File: config.mk
export PLATFORM = sky130hd
export DESIGN_NAME = pll_phase_sequencer
export DESIGN_NICKNAME = d
export VERILOG_FILES = /design/src/rtl/pll_seq_pkg.sv /design/src/rtl/pll_phase_sequencer_scanclk_gen.sv /design/src/rtl/pll_phase_sequencer.sv
export SDC_FILE = /design/constraint.sdc
export NUM_CORES = 1
export LEC_CHECK = 0
export BUFFER_PORTS_ARGS = -buffer_cell sky130_fd_sc_hd__buf_2
export CORE_MARGIN = 2
export CORE_UTILIZATION = 54
export DETAILED_ROUTE_END_ITERATION = 16
export GPL_TIMING_DRIVEN = 0
export PLACE_DENSITY_LB_ADDON = 0.05
export SLEW_MARGIN = 20
export SYNTH_ARGS = -nofsm -noshare
export SYNTH_HDL_FRONTEND = slang
export SYNTH_SLANG_ARGS = --single-unit
File: constraint.sdc
create_clock -name clk -period 2.6 [get_ports clk]
set_clock_uncertainty 0.1 [all_clocks]
set_input_delay 0 -clock clk [delete_from_list [all_inputs] [get_ports clk]]
set_output_delay 0 -clock clk [all_outputs]
set_load 0.03 [all_outputs]
File: src/rtl/pll_seq_pkg.sv
// Shared types and phase arithmetic for the PLL phase sequencer.
// Phase positions are 8 bits wide and are masked to the configured turn size.
package pll_seq_pkg;

   typedef enum logic [3:0] {
      ST_IDLE,
      ST_SWITCH,
      ST_SETTLE,
      ST_PLAN,
      ST_STEP_ARM,
      ST_STEP_HOLD,
      ST_WAIT_LO,
      ST_WAIT_HI,
      ST_DONE
   } seq_state_t;

   localparam logic [2:0] CNT_SEL_ALL = 3'b000;

   typedef struct packed {
      logic       up;
      logic [8:0] n;
   } step_plan_t;

   // Shortest way round the ring. An exact half turn goes up.
   function automatic step_plan_t plan_steps(input logic [7:0] cur, input logic [7:0] tgt,
                                             input int unsigned steps);
      logic [7:0] d;
      step_plan_t p;
      d    = (tgt - cur) & 8'(steps - 1);
      p.up = 1'b1;
      p.n  = {1'b0, d};
      if ({1'b0, d} > 9'(steps / 2)) begin
         p.up = 1'b0;
         p.n  = 9'(steps) - {1'b0, d};
      end
      return p;
   endfunction

   function automatic logic [7:0] phase_step(input logic [7:0] cur, input logic up,
                                             input int unsigned steps);
      return (up ? cur + 8'd1 : cur - 8'd1) & 8'(steps - 1);
   endfunction

endpackage

File: src/rtl/pll_phase_sequencer_scanclk_gen.sv
// Free-running scanclk divider; rise/fall strobes are high in the first clk cycle after each edge.
// Fixed latency, no backpressure: runs from reset onwards regardless of the sequencer state.
module scanclk_gen #(
   parameter int unsigned SCAN_DIV = 4
) (
   input  logic clk,
   input  logic rst_n,
   output logic o_scanclk,
   output logic o_rise,
   output logic o_fall
);

   localparam int unsigned DW = (SCAN_DIV > 1) ? $clog2(SCAN_DIV) : 1;

   logic [DW-1:0] r_div;
   logic          r_sclk;
   logic          r_rise;
   logic          r_fall;
   logic          w_tick;

   assign w_tick = (r_div == DW'(SCAN_DIV - 1));

   always_ff @(posedge clk or negedge rst_n) begin
      if (!rst_n) begin
         r_div  <= '0;
         r_sclk <= 1'b0;
         r_rise <= 1'b0;
         r_fall <= 1'b0;
      end else begin
         r_div  <= w_tick ? '0 : r_div + 1'b1;
         r_sclk <= w_tick ? ~r_sclk : r_sclk;
         r_rise <= w_tick & ~r_sclk;
         r_fall <= w_tick & r_sclk;
      end
   end

   assign o_scanclk = r_sclk;
   assign o_rise    = r_rise;
   assign o_fall    = r_fall;

endmodule

File: src/rtl/pll_phase_sequencer.sv
// ALTPLL reconfig sequencer: optional clkswitch + settle, then shortest-path phase steps.
// ~6*SCAN_DIV clk per step plus PLL phasedone time; requests while busy park in a 1-deep slot, last wins.
module pll_phase_sequencer
   import pll_seq_pkg::*;
#(
   parameter int unsigned SCAN_DIV       = 4,
   parameter int unsigned PHASE_STEPS    = 64,
   parameter logic [2:0]  CNT_SEL        = CNT_SEL_ALL,
   parameter int unsigned SWITCH_CYCLES  = 4,
   parameter int unsigned SETTLE_CYCLES  = 256,
   parameter int unsigned TIMEOUT_CYCLES = 1024
) (
   input  logic       clk,
   input  logic       rst_n,
   input  logic       updatepll,
   input  logic       pll_clk_src,
   input  logic [7:0] pll_clk_phase,
   input  logic       phasedone,
   output logic       scanclk,
   output logic [2:0] phasecounterselect,
   output logic       phaseupdown,
   output logic       phasestep,
   output logic       clkswitch,
   output logic       busy,
   output logic       done,
   output logic [7:0] cur_phase,
   output logic       cur_src,
   output logic       err_timeout
);

   seq_state_t r_state, w_state_nxt;
   logic [15:0] r_cnt;
   logic [1:0]  r_rcnt;
   logic [8:0]  r_nsteps;
   logic [7:0]  r_tgt, r_pend_phase, r_cur_phase;
   logic        r_tsrc, r_pend_vld, r_pend_src, r_cur_src;
   logic        r_phaseupdown, r_phasestep, r_clkswitch, r_busy, r_done, r_err;
   logic        r_pd_meta, r_pd_sync;
   logic        w_rise, w_fall, w_scanclk;
   logic        w_accept, w_step_ok, w_tmo, w_wait_tmo, w_req_src;
   logic [7:0]  w_req_phase;
   step_plan_t  w_plan;

   scanclk_gen #(.SCAN_DIV(SCAN_DIV)) u_scanclk (
      .clk       (clk),
      .rst_n     (rst_n),
      .o_scanclk (w_scanclk),
      .o_rise    (w_rise),
      .o_fall    (w_fall)
   );

   assign w_req_phase = updatepll ? pll_clk_phase : r_pend_phase;
   assign w_req_src   = updatepll ? pll_clk_src : r_pend_src;
   assign w_plan      = plan_steps(r_cur_phase, r_tgt, PHASE_STEPS);
   assign w_wait_tmo  = (r_cnt == 16'(TIMEOUT_CYCLES));

   always_ff @(posedge clk or negedge rst_n) begin
      if (!rst_n) r_state <= ST_IDLE;
      else        r_state <= w_state_nxt;
   end

   always_comb begin
      w_state_nxt = r_state;
      w_accept    = 1'b0;
      w_step_ok   = 1'b0;
      w_tmo       = 1'b0;
      case (r_state)
         ST_IDLE: begin
            if (updatepll || r_pend_vld) begin
               w_accept    = 1'b1;
               w_state_nxt = (w_req_src != r_cur_src) ? ST_SWITCH : ST_PLAN;
            end
         end
         ST_SWITCH:    if (r_cnt == 16'(SWITCH_CYCLES - 1)) w_state_nxt = ST_SETTLE;
         ST_SETTLE:    if (r_cnt == 16'(SETTLE_CYCLES - 1)) w_state_nxt = ST_PLAN;
         ST_PLAN:      w_state_nxt = (w_plan.n == 9'd0) ? ST_DONE : ST_STEP_ARM;
         ST_STEP_ARM:  if (w_fall) w_state_nxt = ST_STEP_HOLD;
         ST_STEP_HOLD: if (w_fall && r_rcnt == 2'd2) w_state_nxt = ST_WAIT_LO;
         ST_WAIT_LO: begin
            if (!r_pd_sync) w_state_nxt = ST_WAIT_HI;
            else if (w_wait_tmo) begin
               w_tmo       = 1'b1;
               w_state_nxt = ST_DONE;
            end
         end
         ST_WAIT_HI: begin
            if (r_pd_sync) begin
               w_step_ok   = 1'b1;
               w_state_nxt = (r_nsteps == 9'd1) ? ST_DONE : ST_STEP_ARM;
            end else if (w_wait_tmo) begin
               w_tmo       = 1'b1;
               w_state_nxt = ST_DONE;
            end
         end
         ST_DONE: w_state_nxt = ST_IDLE;
         default: w_state_nxt = ST_IDLE;
      endcase
   end

   // Pin outputs are registered from the next state so they are glitch-free.
   always_ff @(posedge clk or negedge rst_n) begin
      if (!rst_n) begin
         r_cnt         <= '0;
         r_rcnt        <= '0;
         r_nsteps      <= '0;
         r_tgt         <= '0;
         r_tsrc        <= 1'b0;
         r_pend_vld    <= 1'b0;
         r_pend_phase  <= '0;
         r_pend_src    <= 1'b0;
         r_cur_phase   <= '0;
         r_cur_src     <= 1'b0;
         r_phaseupdown <= 1'b1;
         r_phasestep   <= 1'b0;
         r_clkswitch   <= 1'b0;
         r_busy        <= 1'b0;
         r_done        <= 1'b0;
         r_err         <= 1'b0;
         r_pd_meta     <= 1'b1;
         r_pd_sync     <= 1'b1;
      end else begin
         r_pd_meta <= phasedone;
         r_pd_sync <= r_pd_meta;
         r_cnt     <= (w_state_nxt != r_state) ? '0 : r_cnt + 16'd1;

         if (w_accept) begin
            r_tgt      <= w_req_phase & 8'(PHASE_STEPS - 1);
            r_tsrc     <= w_req_src;
            r_pend_vld <= 1'b0;
         end else if (updatepll) begin
            r_pend_vld   <= 1'b1;
            r_pend_phase <= pll_clk_phase;
            r_pend_src   <= pll_clk_src;
         end

         if (r_state == ST_SWITCH && w_state_nxt == ST_SETTLE) r_cur_src <= r_tsrc;

         if (r_state == ST_PLAN && w_plan.n != 9'd0) begin
            r_phaseupdown <= w_plan.up;
            r_nsteps      <= w_plan.n;
         end

         if (r_state == ST_STEP_ARM) r_rcnt <= '0;
         else if (r_state == ST_STEP_HOLD && w_rise && r_rcnt != 2'd3) r_rcnt <= r_rcnt + 2'd1;

         if (w_step_ok) begin
            r_cur_phase <= phase_step(r_cur_phase, r_phaseupdown, PHASE_STEPS);
            r_nsteps    <= r_nsteps - 9'd1;
         end
         if (w_tmo) r_err <= 1'b1;

         r_phasestep <= (w_state_nxt == ST_STEP_HOLD);
         r_clkswitch <= (w_state_nxt == ST_SWITCH);
         r_busy      <= (w_state_nxt != ST_IDLE) && (w_state_nxt != ST_DONE);
         r_done      <= (w_state_nxt == ST_DONE);
      end
   end

   assign scanclk            = w_scanclk;
   assign phasecounterselect = CNT_SEL;
   assign phaseupdown        = r_phaseupdown;
   assign phasestep          = r_phasestep;
   assign clkswitch          = r_clkswitch;
   assign busy               = r_busy;
   assign done               = r_done;
   assign cur_phase          = r_cur_phase;
   assign cur_src            = r_cur_src;
   assign err_timeout        = r_err;

endmodule

---- Word level (Yosys, flattened, before mapping) ----
Index checks and enable logic that the tools add are counted.
storage, ports and cells
  output and inout port bits .............. 19
  bits in registers ....................... 66
  input bits .............................. 13
  word-level logic and storage cells ...... 102
operators by class
  equal/unequal tests ..................... 21
  muxes and demuxes ....................... 32
  $add $sub $neg .......................... 8
  magnitude comparators ................... 1
  reductions and logical operators ........ 14
  bitwise gates (word level) .............. 3
operators with widths
  operator                 number
  $mux W4                  10
  $pmux W4 S8              1
  $eq A4 B3 Y1 const B     5
  $mux W9                  2
  $add A16 B1 Y16 const B  1
  $eq A16 B11 Y1 const B   1
  $eq A16 B2 Y1 const B    1
  $eq A16 B8 Y1 const B    1
  $mux W16                 1
  $eq A4 B2 Y1 const B     3
  $mux W6                  2
  $mux W1                  10
  $mux W10                 1
  $eq A9 B1 Y1 const B     1
  $logic_not A9 Y1         1
  $reduce_bool A9 Y1       1
  $sub A9 B1 Y9 const B    1
  $eq A4 B1 Y1 const B     2
  $mux W2                  4
  $sub A7 B6 Y8 const A    1
  $add A6 B1 Y6 const B    1
  $gt A6 B6 Y1 const B     1
  $logic_and A1 B1 Y1      6
  $reduce_bool A2 Y1       3
  other kinds (15)         18

---- Logic depth before layout (Yosys ltp) ----
Gate-level depths: netlist (run 1).
  depth after elaboration ................. 8
  mapped depth ............................ 11
  mapped depth without buffers ............ 10

---- Modules after synthesis ----
From an unflattened synthesis (run 1), not the netlist that was laid out.
unflattened totals
  cell total of the unflattened synthesis .. 380
  area, all modules ....................... 3823.7 sq um
by module, submodules not included
  module               sequential area each (sq um)  times used  area an instance (sq um)  cells an instance
  pll_phase_sequencer  1530.2                        1           3657.3                    370
  scanclk_gen          125.1                         1           166.4                     10

---- Worst setup path before layout (run 1) ----
Ideal clock, no wire load.
  path type ............................... register to register
  from .................................... reg r_cur_phase[0] (netlist: cur_phase[0])
  to ...................................... reg r_nsteps[7]
  path slack .............................. -0.390 ns
  clock period less this slack ............ 2.990 ns
  data arrival time ....................... 2.780 ns
  stages on the path, launching flop included .. 11
  cells stage by stage .................... dfrtp_1 ha_1 fa_1 xor2_1 and3b_1 o21ai_0 a311o_1 o211ai_2 buf_2 o311ai_0 o41ai_1
on the way
  longest elaborated chain between the ends .. 6
  elaborated cells between the ends (all ways) .. 9
  classes of those cells .................. 2 x add/sub; 1 x order compare; 3 x mux; 3 x reduce/logical
RTL lines
  item                                           RTL line                              text
  from (decl)                                    pll_phase_sequencer.sv:35             logic [7:0] r_tgt, r_pend_phase, r_cur_phase;
  from (signal assigned)                         pll_phase_sequencer.sv:147            r_cur_phase <= phase_step(r_cur_phase, r_phaseupdown, PHASE_STEPS);
  $sub A6 B6 Y6 (*)                              pll_seq_pkg.sv:29                     d = (tgt - cur) & 8'(steps - 1);
  $sub A7 B6 Y8 or $gt A6 B6 Y1 (tied branches)  pll_seq_pkg.sv:34, pll_seq_pkg.sv:32
  $mux W10 (*)                                   pll_seq_pkg.sv:32                     if ({1'b0, d} > 9'(steps / 2)) begin
  $reduce_bool A9 Y1                             pll_phase_sequencer.sv:138            if (r_state == ST_PLAN && w_plan.n != 9'd0) begin
  $logic_and A1 B1 Y1                            pll_phase_sequencer.sv:138
  $reduce_bool A2 Y1 (no line)                   -
  to (signal assigned)                           pll_phase_sequencer.sv:140            r_nsteps <= w_plan.n;
  to (signal assigned)                           pll_phase_sequencer.sv:148            r_nsteps <= r_nsteps - 9'd1;
  to (decl)                                      pll_phase_sequencer.sv:34             logic [8:0] r_nsteps;
Mark *: on every way between the ends. The rest lies on a longest branch, timed or not. The select of a mux whose other input is x is not followed.
A chain may end at the register's enable or synchronous reset.

---- Worst setup path after layout (run 1) ----
  from .................................... reg r_cur_phase[0] (netlist: cur_phase[0])
  to ...................................... reg r_nsteps[0]
Same word-level chain as after synthesis.

==> impl_metrics.csv, run 1 <==
group,metric,value,unit
clock_network,numClockSinks,66,
timing,fmax,356.5,MHz
global_route,gr-total-overflow,0,
routing,postRouteAntennaNets,0,
timing,report.final.hold_viol_count,0,
timing,worst_case_setup_margin_in_the_final_layout,-0.2053,ns
synthesis,postSynthAreaPerCell,9.990,um^2
power_and_ir_drop,p_per_area,1328,mW/mm^2
critical_path,worstSetupPathType,"reg -> reg",
critical_path,r2r_slack,-0.21,ns
clock_network,cts_made_buffers,9,
synthesis,yosys.area_share.adder,6.969,%
power_and_ir_drop,power.static_leakage,0.002155,uW
routing,routed_vias,2951,
global_route,global_route_wire_length_before_repair,13.41,mm
floorplanning,placement_rows,30,
routing,post_drt_wl_per_cell,14.38,um
global_route,track_usage,22.40,%
synthesis,synthSimpleGateAreaFrac,21.04,%
synthesis,synth-edff-count,0,
hold_path,timing.hold.worst.class,"in -> reg",
timing,timing_max_transition_violations_final,0,
critical_path,crit_arrival,2.94,ns
critical_path,r2r_end,"r_nsteps[0]$_DFFE_PN0P_",
timing,timing.final.crit_share,107.9,%
critical_path,critical_path.startpoint_type,"register",
floorplanning,start_util,56.02,%
floorplanning,chip_height,87.96,um
synthesis,synthXorXnorAreaFrac,7.594,%
job,timing.max_cap.violations,0,
synthesis,combinational_family_with_the_most_area_after_synthesis,"simple AND/OR/NAND/NOR gates",
routing,drt_drc_violations_left,0,
synthesis,seq_area_frac_synth,43.49,%
synthesis,synth_area_leaders,"sky130_fd_sc_hd__dfrtp_1 41%, sky130_fd_sc_hd__ha_1 5.9%, sky130_fd_sc_hd__xnor2_1 4.4%, sky130_fd_sc_hd__xor2_1 3.2%, sky130_fd_sc_hd__nor2_1 3.1%",
synthesis,netlist.top_cell.by_area,"sky130_fd_sc_hd__dfrtp_1",
routing,wl_met2,3.708,mm
run_status,run_status,"finished with violations",
timing,holdWs,0.1955,ns
floorplanning,die_width,87.96,um
routing,vias_per_cell,5.356,
clock_network,ctsLongestPathBuffers,2,
synthesis,synth-compound-area-share,12.69,%
place,port-buffer-count,23,
routing,number_of_design_rule_violations_left_by_the_first_detailed_router_iteration,140,
place,gp_congestion,0.8420,
routing,met1Wirelength,3.823,mm
synthesis,ys_warns,0,
critical_path,worstPathMaxFanout,6,
cells_and_area,layout.cells.non_filler,551,
cells_and_area,nets,483,
place,dp.cells,505,
place,detailed_place_hpwl,5.222,mm
critical_path,endpoint,"r_nsteps[0]$_DFFE_PN0P_",
power_and_ir_drop,worst_vdd_ir,1471,uV
routing,highest_layer,"met4",
synthesis,synthDominantCellAreaShare,41.42,%
synthesis,synth_area,0.003806,mm^2
routing,route.final.wire_length,7.926,mm
synthesis,synth-main-ff-cell,"sky130_fd_sc_hd__dfrtp_1",
synthesis,syn-instance-count,381,
clock_network,clk-insertion-delay-late,0.35,ns
cells_and_area,synthToLayoutAreaGrowth,26.99,%
global_route,vias_in_the_first_global_route,2853,
timing,slew_headroom,65.55,%
timing,tns,-3.188,ns
timing,worst_pin_slew,0.5120,ns
timing,finalWorstPathRequiredPeriod,2.805,ns
synthesis,flop_and_latch_count_out_of_synthesis,66,
clock_network,htree_num_levels,3,
critical_path,critical_path_required,2.73,ns
synthesis,post_synth_mux_area_share,3.912,%
routing,dr_wl_met3,294,um
synthesis,synth-async-reset-ratio,100.0,%
clock_network,tritoncts_clock_tree,"done",
cells_and_area,antenna_cells,0,
global_route,maximum_number_of_pins_on_one_net_before_global_route_repair,43,
clock_network,cts_root_buf,"sky130_fd_sc_hd__clkbuf_8",
critical_path,setup_crit_start,"cur_phase[0]$_DFFE_PN0P_",
synthesis,synth.lib_cells_used.distinct,61,
synthesis,synth_top_cells_by_count,"63 x sky130_fd_sc_hd__dfrtp_1, 31 x sky130_fd_sc_hd__nor2_1, 29 x sky130_fd_sc_hd__nand2_1",
critical_path,end_kind,"register",
timing,setup_viol,28,
global_route,antenna_found_initial,0,
clock_network,clk_pin_slew,0.08,ns
floorplanning,design.core.area,0.006794,mm^2
synthesis,most_common_cell_in_the_netlist,"sky130_fd_sc_hd__dfrtp_1",
cells_and_area,layout-drive-gt1-share,29.67,%
routing,drt-pass1-iter-count,5,
run_status,failed_checks,"negative setup slack",
timing,grt_setup_unrepaired,"true",
critical_path,worst_r2r_path_depth,10,
floorplanning,top_level_ports,32,
floorplanning,floorplan.die_area,0.007736,mm^2
critical_path,reg2reg_from,"cur_phase[0]$_DFFE_PN0P_",
## per-layer routing
layer  vias to the layer above  track usage, %
li1                       1472               -
met1                      1415           31.17
met2                        54           34.16
met3                        10           5.467
met4                         0           8.252
met5                         -               0
## worst max-delay path, stage by stage, from the launching register on
cell	delay, ns
sky130_fd_sc_hd__dfrtp_2	0.43
sky130_fd_sc_hd__ha_4	0.17
sky130_fd_sc_hd__fa_2	0.59
sky130_fd_sc_hd__and2_4	0.16
sky130_fd_sc_hd__and3b_1	0.18
sky130_fd_sc_hd__o21ai_2	0.11
sky130_fd_sc_hd__a311o_1	0.20
sky130_fd_sc_hd__o211ai_4	0.13
sky130_fd_sc_hd__buf_6	0.15
sky130_fd_sc_hd__and3_4	0.14
sky130_fd_sc_hd__or3_1	0.33
## cells in the final DEF, fill, tap and decap left out, drive strengths merged, types with 3 or more instances in the layout
cell,netlist,final
and2,4,4
a21oi,18,18
nor3,9,9
buf,10,53
o21ai,24,24
o22ai,3,3
dfrtp,63,63
nand2,29,29
xor2,14,14
mux2i,7,7
dlygate4sd3,0,12
a21o,4,4
nor2,41,41
inv,17,18
xnor2,19,19
and3,8,8
nor4,5,5
nor2b,3,3
ha,18,18
nand3,15,15
a211oi,3,3
mux2,7,7
nor3b,3,3
conb,1,5
clkinv,0,3
or3,6,6
nand4,5,5
clkbuf,5,14
dfstp,3,3
nand2b,5,5
## cell families after synthesis
kind of cell | Yosys count
mux | 14
other cells | 1
fa+ha+maj | 20
flops | 66
simple gates | 143
xor+xnor | 33
compound gates | 72
buf+inv | 32
## stage by stage
step / cell area, um^2 / total power (uW) / setup slack [ns] / util [%]
4_1_cts: 4717 / 6243 / -0.1941 / 69.43
6_report: 4833 / 6420 / -0.2053 / 71.14
3_5_place_dp: 4148 / 4744 / -0.3716 / 61.05
2_1_floorplan: 3890 / 4108 / -0.1116 / -
5_1_grt: 4833 / 6886 / -0.2962 / 71.14
3_3_place_gp: 4125 / 4653 / -0.3376 / 60.72
## state kept, by name, indices dropped and copies added (netlist names), 2 cells and up
| name | cells |
|---|---|
| r_state | 4 |
| cur_phase | 6 |
| r_nsteps | 9 |
| u_scanclk.r_div | 2 |
| r_rcnt | 2 |
| r_pend_phase | 6 |
| r_cnt | 16 |
| r_tgt | 6 |
## power breakdown
part           switching (uW)  internal, uW
registers                 258          1310
logic                    2200          1780
clock network             412           470
total                    2870          3550
## worst min-delay path by stage
stage	start	to	cells after the start
finish	phasedone	r_pd_meta$_DFF_PN1_	2
global route	phasedone	r_pd_meta$_DFF_PN1_	2
CTS	phasedone	r_pd_meta$_DFF_PN1_	2
detailed placement	rst_n	r_nsteps[2]$_DFFE_PN0P_	1
global placement	phasedone	r_pd_meta$_DFF_PN1_	1
floorplan	rst_n	busy$_DFF_PN0_	0
## final cells by class
class,instances,area [um^2]
buffer,13,93.84
clock buffer,10,137.6
clock inverter,6,65.06
fill,507,1961
inverter,17,63.81
multi-input combinational,287,2257
sequential,66,1659
tap,96,120.1
timing repair buffer,56,436.7
## timing repair
action	4_1_cts	5_1_grt
gates resized for setup	27	20
setup endpoints to repair	28	30
hold buffers	12	0
hold endpoints to repair	80	0
buffers inserted	13	5
gates cloned	2	0
pin swaps	18	10
Note: power is estimated with default switching activity, not from simulation.
==> inputs of run 2 (changes only) <==
Settings changed: CORE_ASPECT_RATIO from default to 0.9, CTS_CLUSTER_SIZE from default to 14.
==> run 2 against run 1 <==
- the flow still finishes with violations (negative setup slack)
- clock-buffer cell count decreased by 1
- critical path type unchanged
- clock power decreased by 0.5%
- die area is essentially flat
- combinational power is 3% higher
- utilization fell by 0.91 points
- first-iteration DRC count is 0.71% higher
- total power grew 1.7%
- hold slack lost 0.11 ns
- via count up 0.54%
- critical path depth is the same
==> impl_metrics.csv, run 2 (synthesized netlist as in run 1, its figures left out) <==
group,metric,value,unit
global_route,antenna_found_initial,0,
job,timing.max_cap.violations,0,
cells_and_area,nets,481,
cells_and_area,final-seq-area,0.001662,mm^2
power_and_ir_drop,worst_vdd_ir,981.6,uV
critical_path,critical_path.startpoint_type,"register",
timing,fmax,362.4,MHz
timing,timing.final.crit_share,106.1,%
cells_and_area,fillerInstances,536,
global_route,gr-total-overflow,0,
clock_network,ctsLongestPathBuffers,2,
critical_path,end_kind,"register",
routing,drt_drc_violations_left,0,
hold_path,timing.hold.worst.class,"in -> async",
routing,route.final.wire_length,8.146,mm
cells_and_area,reg.largest.list,"r_cnt: 16 flops, r_nsteps: 9 flops",
floorplanning,die_width,92.50,um
cells_and_area,mostFrequentLayoutCell,"sky130_fd_sc_hd__dfrtp_1",
critical_path,crit_arrival,2.89,ns
run_status,failed_checks,"negative setup slack",
timing,report.final.hold_viol_count,0,
cells_and_area,largest_register_ff_count,16,
clock_network,cts_made_buffers,9,
timing,worst_pin_slew,0.7662,ns
critical_path,worst-path-buf-inv,1,
critical_path,crit_family,"simple AND/OR/NAND/NOR gates",
cells_and_area,antenna_cells,0,
global_route,track_usage,22.66,%
cells_and_area,synthToLayoutAreaGrowth,27.88,%
place,placement.setup.worst_slack,-0.3180,ns
floorplanning,design.core.area,0.006930,mm^2
critical_path,r2r_end,"r_nsteps[0]$_DFFE_PN0P_",
critical_path,worstPathMaxFanout,5,
timing,finalWorstPathRequiredPeriod,2.759,ns
cells_and_area,area_used_by_multi_input_combinational_logic,0.002298,mm^2
floorplanning,chip_height,83.65,um
power_and_ir_drop,p_per_area,1341,mW/mm^2
floorplanning,top_level_ports,32,
clock_network,numClockSinks,66,
timing,grt_setup_unrepaired,"true",
routing,vias_per_cell,5.434,
power_and_ir_drop,post-layout-total-power,6526,uW
clock_network,htree_num_levels,3,
critical_path,worstSetupPathType,"reg -> reg",
routing,post_drt_wl_per_cell,14.92,um
cells_and_area,final_cell_mix,"58 x sky130_fd_sc_hd__dfrtp_1, 27 x sky130_fd_sc_hd__nand2_1, 25 x sky130_fd_sc_hd__nor2_1, 24 x sky130_fd_sc_hd__buf_2, 19 x sky130_fd_sc_hd__o21ai_0",
routing,routed_vias,2967,
routing,postRouteAntennaNets,0,
place,detailed_place_hpwl,5.342,mm
critical_path,critical-path-max-stage-delay,0.46,ns
routing,number_of_design_rule_violations_left_by_the_first_detailed_router_iteration,141,
global_route,vias_in_the_first_global_route,2887,
clock_network,clk_pin_slew,0.08,ns
clock_network,cts_root_buf,"sky130_fd_sc_hd__clkbuf_8",
timing,slew_headroom,48.75,%
place,gp_congestion,0.8047,
timing,worst_case_setup_margin_in_the_final_layout,-0.1594,ns
critical_path,crit_path_top_delay_cell,"sky130_fd_sc_hd__or4b_1",
cells_and_area,largest-register,"r_cnt",
critical_path,worst_r2r_path_depth,10,
floorplanning,placement_rows,29,
cells_and_area,layout-drive-gt1-share,30.24,%
run_status,run_status,"finished with violations",
critical_path,critical_path.cell_chain,"inv_2, ha_4, fa_2, nand2b_4, o2bb2ai_4, or4b_1, a311o_1, o211ai_4, nor3_1, or3_1",
critical_path,reg2reg_from,"r_tgt[0]$_DFFE_PN0P_",
timing,timing_max_transition_violations_final,0,
global_route,maximum_number_of_pins_on_one_net_before_global_route_repair,51,
power_and_ir_drop,power.static_leakage,0.002152,uW
floorplanning,start_util,54.92,%
routing,drt-pass1-iter-count,4,
critical_path,r2r_slack,-0.16,ns
critical_path,critical_path_required,2.73,ns
clock_network,tritoncts_clock_tree,"done",
place,port-buffer-count,23,
floorplanning,floorplan.die_area,0.007737,mm^2
global_route,global_route_wire_length_before_repair,13.75,mm
timing,setup_viol,28,
clock_network,clk-insertion-delay-late,0.36,ns
[run 2: changes by cell type in the layout (fill, tap and decap cells not counted), moves of 2 or more]
cell / delta
sky130_fd_sc_hd__dfrtp_1: -2
sky130_fd_sc_hd__o21ai_0: -2
sky130_fd_sc_hd__dfrtp_2: +2
sky130_fd_sc_hd__o21ai_1: +3
sky130_fd_sc_hd__buf_4: -3
[run 2: layer usage]
metal | vias up | track usage (%) | part of all wire [%]
met5 | - | 0 | 0
met4 | 0 | 7.870 | 2.1
met3 | 22 | 5.510 | 4.0
met2 | 56 | 33.84 | 46
met1 | 1412 | 32.38 | 48
li1 | 1477 | - | -
[run 2: where the power goes]
part	leakage [uW]	internal (uW)	total [uW]	switching (uW)
Sequential	0.000827	1310	1580	274
Combinational	0.00123	1810	4070	2250
Clock	0.0000962	449	878	429
[run 2: per-stage QoR]
step | utilization (%) | TNS, ns | area (um^2) | hold slack, ns | instances
finish | 70.23 | -1.696 | 4867 | 0.08321 | 546
global route | 70.23 | -4.462 | 4867 | 0.09350 | 546
CTS | 67.95 | -1.884 | 4710 | 0.06865 | 543
detailed placement | 59.90 | -5.862 | 4151 | -0.2075 | 502
global placement | 59.47 | -5.060 | 4121 | 0.009483 | 501
floorplan | - | -0.3020 | 3890 | -0.3956 | 385
[run 2: worst max path at each step]
| stage | end | from | cells after the start |
|---|---|---|---|
| floorplan | r_nsteps[0]$_DFFE_PN0P_ | cur_phase[0]$_DFFE_PN0P_ | 9 |
| global placement | r_cnt[10]$_DFF_PN0_ | r_cnt[2]$_DFF_PN0_ | 9 |
| detailed placement | r_cnt[9]$_DFF_PN0_ | r_pd_sync$_DFF_PN1_ | 10 |
| CTS | r_nsteps[0]$_DFFE_PN0P_ | r_tgt[0]$_DFFE_PN0P_ | 10 |
| global route | r_nsteps[0]$_DFFE_PN0P_ | r_tgt[0]$_DFFE_PN0P_ | 10 |
| finish | r_nsteps[0]$_DFFE_PN0P_ | r_tgt[0]$_DFFE_PN0P_ | 10 |
[run 2: what timing repair did]
action / CTS / global route
pin swaps: 23 / 7
setup buffers: 12 / 3
gates cloned: 3 / 0
hold buffers: 11 / 0
setup endpoints to repair: 28 / 29
endpoints found under the hold margin: 82 / 0
gates resized for setup: 28 / 29
[run 2: final cells by class]
cell class	instances	share of cell area (%)
buffer	14	2.159
clock buffer	9	2.545
clock inverter	7	1.568
inverter	17	1.311
multi-input combinational	288	47.22
sequential	66	34.14
tap	93	2.391
timing repair buffer	52	8.663
[run 2: worst reg2reg max path: stages (launching register included)]
cell and delay [ns]:
sky130_fd_sc_hd__dfrtp_1 0.40, sky130_fd_sc_hd__inv_2 0.08, sky130_fd_sc_hd__ha_4 0.13, sky130_fd_sc_hd__fa_2 0.25, sky130_fd_sc_hd__nand2b_4 0.15, sky130_fd_sc_hd__o2bb2ai_4 0.14
sky130_fd_sc_hd__or4b_1 0.46, sky130_fd_sc_hd__a311o_1 0.41, sky130_fd_sc_hd__o211ai_4 0.14, sky130_fd_sc_hd__nor3_1 0.09, sky130_fd_sc_hd__or3_1 0.30
==> inputs of run 3 (changes only) <==
Settings changed: BUFFER_PORTS_ARGS -buffer_cell sky130_fd_sc_hd__buf_2 to -buffer_cell sky130_fd_sc_hd__buf_4, CELL_PAD_IN_SITES_DETAIL_PLACEMENT from default to 0, CELL_PAD_IN_SITES_GLOBAL_PLACEMENT from default to 1, CORE_ASPECT_RATIO 0.9 to 1.5, CORE_UTILIZATION 54 to 42.
==> run 3 against run 2 <==
- the run still ends with negative setup slack left
- critical path depth unchanged
- sequential cell count unchanged
- clock power up 49%
- fmax down 2.2%
- cell count up 2.9%
- critical endpoint is now r_nsteps[2]$_DFFE_PN0P_
- largest power group unchanged
- highest routed layer unchanged
==> impl_metrics.csv, run 3 (synthesized netlist as in run 1, its figures left out) <==
group,metric,value,unit
run_status,run_status,"finished with violations",
run_status,failed_checks,"negative setup slack",
routing,post_drt_wl_per_cell,15.06,um
routing,routed_vias,2957,
critical_path,worstPathMaxFanout,7,
cells_and_area,reg.largest.list,"r_cnt: 16 flops, r_nsteps: 9 flops",
critical_path,r2r_slack,-0.22,ns
power_and_ir_drop,power.static_leakage,0.002200,uW
critical_path,crit_path_top_delay_cell,"sky130_fd_sc_hd__dfrtp_2",
power_and_ir_drop,post-layout-total-power,6899,uW
global_route,antenna_found_initial,0,
timing,worst_case_setup_margin_in_the_final_layout,-0.2212,ns
routing,drt_drc_violations_left,0,
clock_network,numClockSinks,66,
routing,postRouteAntennaNets,0,
critical_path,reg2reg_from,"cur_phase[0]$_DFFE_PN0P_",
cells_and_area,layout-drive-gt1-share,30.75,%
global_route,maximum_number_of_pins_on_one_net_before_global_route_repair,67,
routing,route.final.wire_length,8.463,mm
critical_path,critical_path.cell_chain,"ha_4, fa_2, nand2b_4, o2bb2ai_4, or3_1, a311o_1, o211ai_4, buf_4, a21oi_2, o221a_2",
clock_network,htree_num_levels,3,
timing,worst_pin_slew,0.8459,ns
hold_path,timing.hold.worst.class,"in -> reg",
clock_network,cts_made_buffers,9,
floorplanning,top_level_ports,32,
timing,slew_headroom,43.60,%
job,timing.max_cap.violations,0,
cells_and_area,layout.cells.non_filler,562,
global_route,global_route_wire_length_before_repair,14.19,mm
clock_network,clk-insertion-delay-late,0.33,ns
cells_and_area,nets,480,
floorplanning,placement_rows,42,
critical_path,setup_crit_start,"cur_phase[0]$_DFFE_PN0P_",
timing,fmax,354.5,MHz
critical_path,crit_arrival,2.94,ns
place,placement.setup.worst_slack,-0.3793,ns
routing,number_of_design_rule_violations_left_by_the_first_detailed_router_iteration,109,
timing,grt_setup_unrepaired,"true",
place,detailed_place_hpwl,5.758,mm
floorplanning,die_width,81.73,um
place,dp.cells,518,
cells_and_area,final_cell_mix,"57 x sky130_fd_sc_hd__dfrtp_1, 43 x sky130_fd_sc_hd__buf_4, 27 x sky130_fd_sc_hd__nand2_1, 25 x sky130_fd_sc_hd__nor2_1, 19 x sky130_fd_sc_hd__o21ai_0",
clock_network,tritoncts_clock_tree,"done",
floorplanning,chip_height,120.6,um
global_route,vias_in_the_first_global_route,2973,
critical_path,worstSetupPathType,"reg -> reg",
critical_path,critical_path_required,2.72,ns
clock_network,cts_root_buf,"sky130_fd_sc_hd__clkbuf_16",
place,gp_congestion,0.8004,
timing,timing.final.crit_share,108.5,%
floorplanning,floorplan.die_area,0.009855,mm^2
clock_network,clk_pin_slew,0.06,ns
critical_path,critical_path.startpoint_type,"register",
critical_path,end_kind,"register",
cells_and_area,largest_register_ff_count,16,
routing,drt-pass1-iter-count,4,
power_and_ir_drop,worst_vdd_ir,1444,uV
clock_network,ctsLongestPathBuffers,2,
timing,report.final.hold_viol_count,0,
global_route,gr-total-overflow,0,
cells_and_area,antenna_cells,0,
power_and_ir_drop,p_per_area,1372,mW/mm^2
place,port-buffer-count,23,
cells_and_area,largest-register,"r_cnt",
timing,setup_viol,28,
critical_path,critical-path-max-stage-delay,0.43,ns
floorplanning,design.core.area,0.008828,mm^2
cells_and_area,mostFrequentLayoutCell,"sky130_fd_sc_hd__dfrtp_1",
floorplanning,start_util,43.11,%
hold_path,hold_start,"updatepll",
cells_and_area,synthToLayoutAreaGrowth,32.12,%
timing,timing_max_transition_violations_final,0,
routing,vias_per_cell,5.262,
global_route,track_usage,18.98,%
cells_and_area,fillerInstances,792,
timing,finalWorstPathRequiredPeriod,2.821,ns
timing,tns,-2.053,ns
run 3: changes by cell type in the layout (fill, tap and decap cells not counted), sizes merged:
cell and delta:
o211ai -1, inv -2, clkbuf +2, dlygate4sd3 -2, clkinvlp -1, buf +2, bufinv +1
run 3: area by class of cell:
class / count / area [um^2] / share of cell area (%)
multi-input cells: 287 / 2282 / 45.38
flip-flops and latches: 66 / 1663 / 33.07
repair buffers: 53 / 467.9 / 9.306
clock buffers: 11 / 242.7 / 4.827
well taps: 110 / 137.6 / 2.737
plain buffers: 13 / 93.84 / 1.866
clock inverters: 5 / 77.57 / 1.543
inverters: 17 / 63.81 / 1.269
run 3: per-layer routing:
metal  share of wire [%]  global-route usage [%]
met2                  54                   32.22
met1                  41                   22.95
met4                 2.7                   9.583
met3                 1.9                   2.612
met5                   0                       0
run 3: report_power, final:
group,switching (uW),total (uW),internal (uW)
registers,256,1560,1310
clock network,447,1310,862
logic,2220,4030,1800
total,2930,6900,3970
run 3: worst paths after layout:
check / to / cells past startpoint
max: r_nsteps[2]$_DFFE_PN0P_ / 10
min: r_pend_vld$_DFFE_PN0P_ / 3
max reg2reg: r_nsteps[2]$_DFFE_PN0P_ / 10
min reg2reg: r_pd_sync$_DFF_PN1_ / 0
max in group asynchronous: r_cnt[13]$_DFF_PN0_ / 2
min in group asynchronous: cur_phase[3]$_DFFE_PN0P_ / 2
run 3: worst max-delay path: cells and delay by family (launching register included):
kind | cells | cell delay, ns
adders and majority gates | 2 | 0.55
AOI/OAI and AO/OA | 5 | 0.94
buffers and inverters | 1 | 0.18
DFF | 1 | 0.43
and+or+nand+nor | 2 | 0.52
run 3: stage by stage:
stage / hold slack [ns] / instance area (um^2) / util [%]
final: 0.007504 / 5029 / 56.96
after global routing: 0.05897 / 5029 / 56.96
after CTS: 0.006667 / 4967 / 56.26
after global placement: 0.009387 / 4200 / 47.58
after detailed placement: 0.01189 / 4200 / 47.58
after floorplan: -0.3956 / 3890 / -
run 3: repair_timing:
| action | CTS | global route |
|---|---|---|
| resized for setup | 43 | 16 |
| pin swaps | 22 | 9 |
| setup buffers | 17 | 2 |
| hold endpoints to repair | 78 | 0 |
| cloned | 2 | 0 |
| endpoints found under the setup margin | 29 | 30 |
| hold buffers | 9 | 0 |
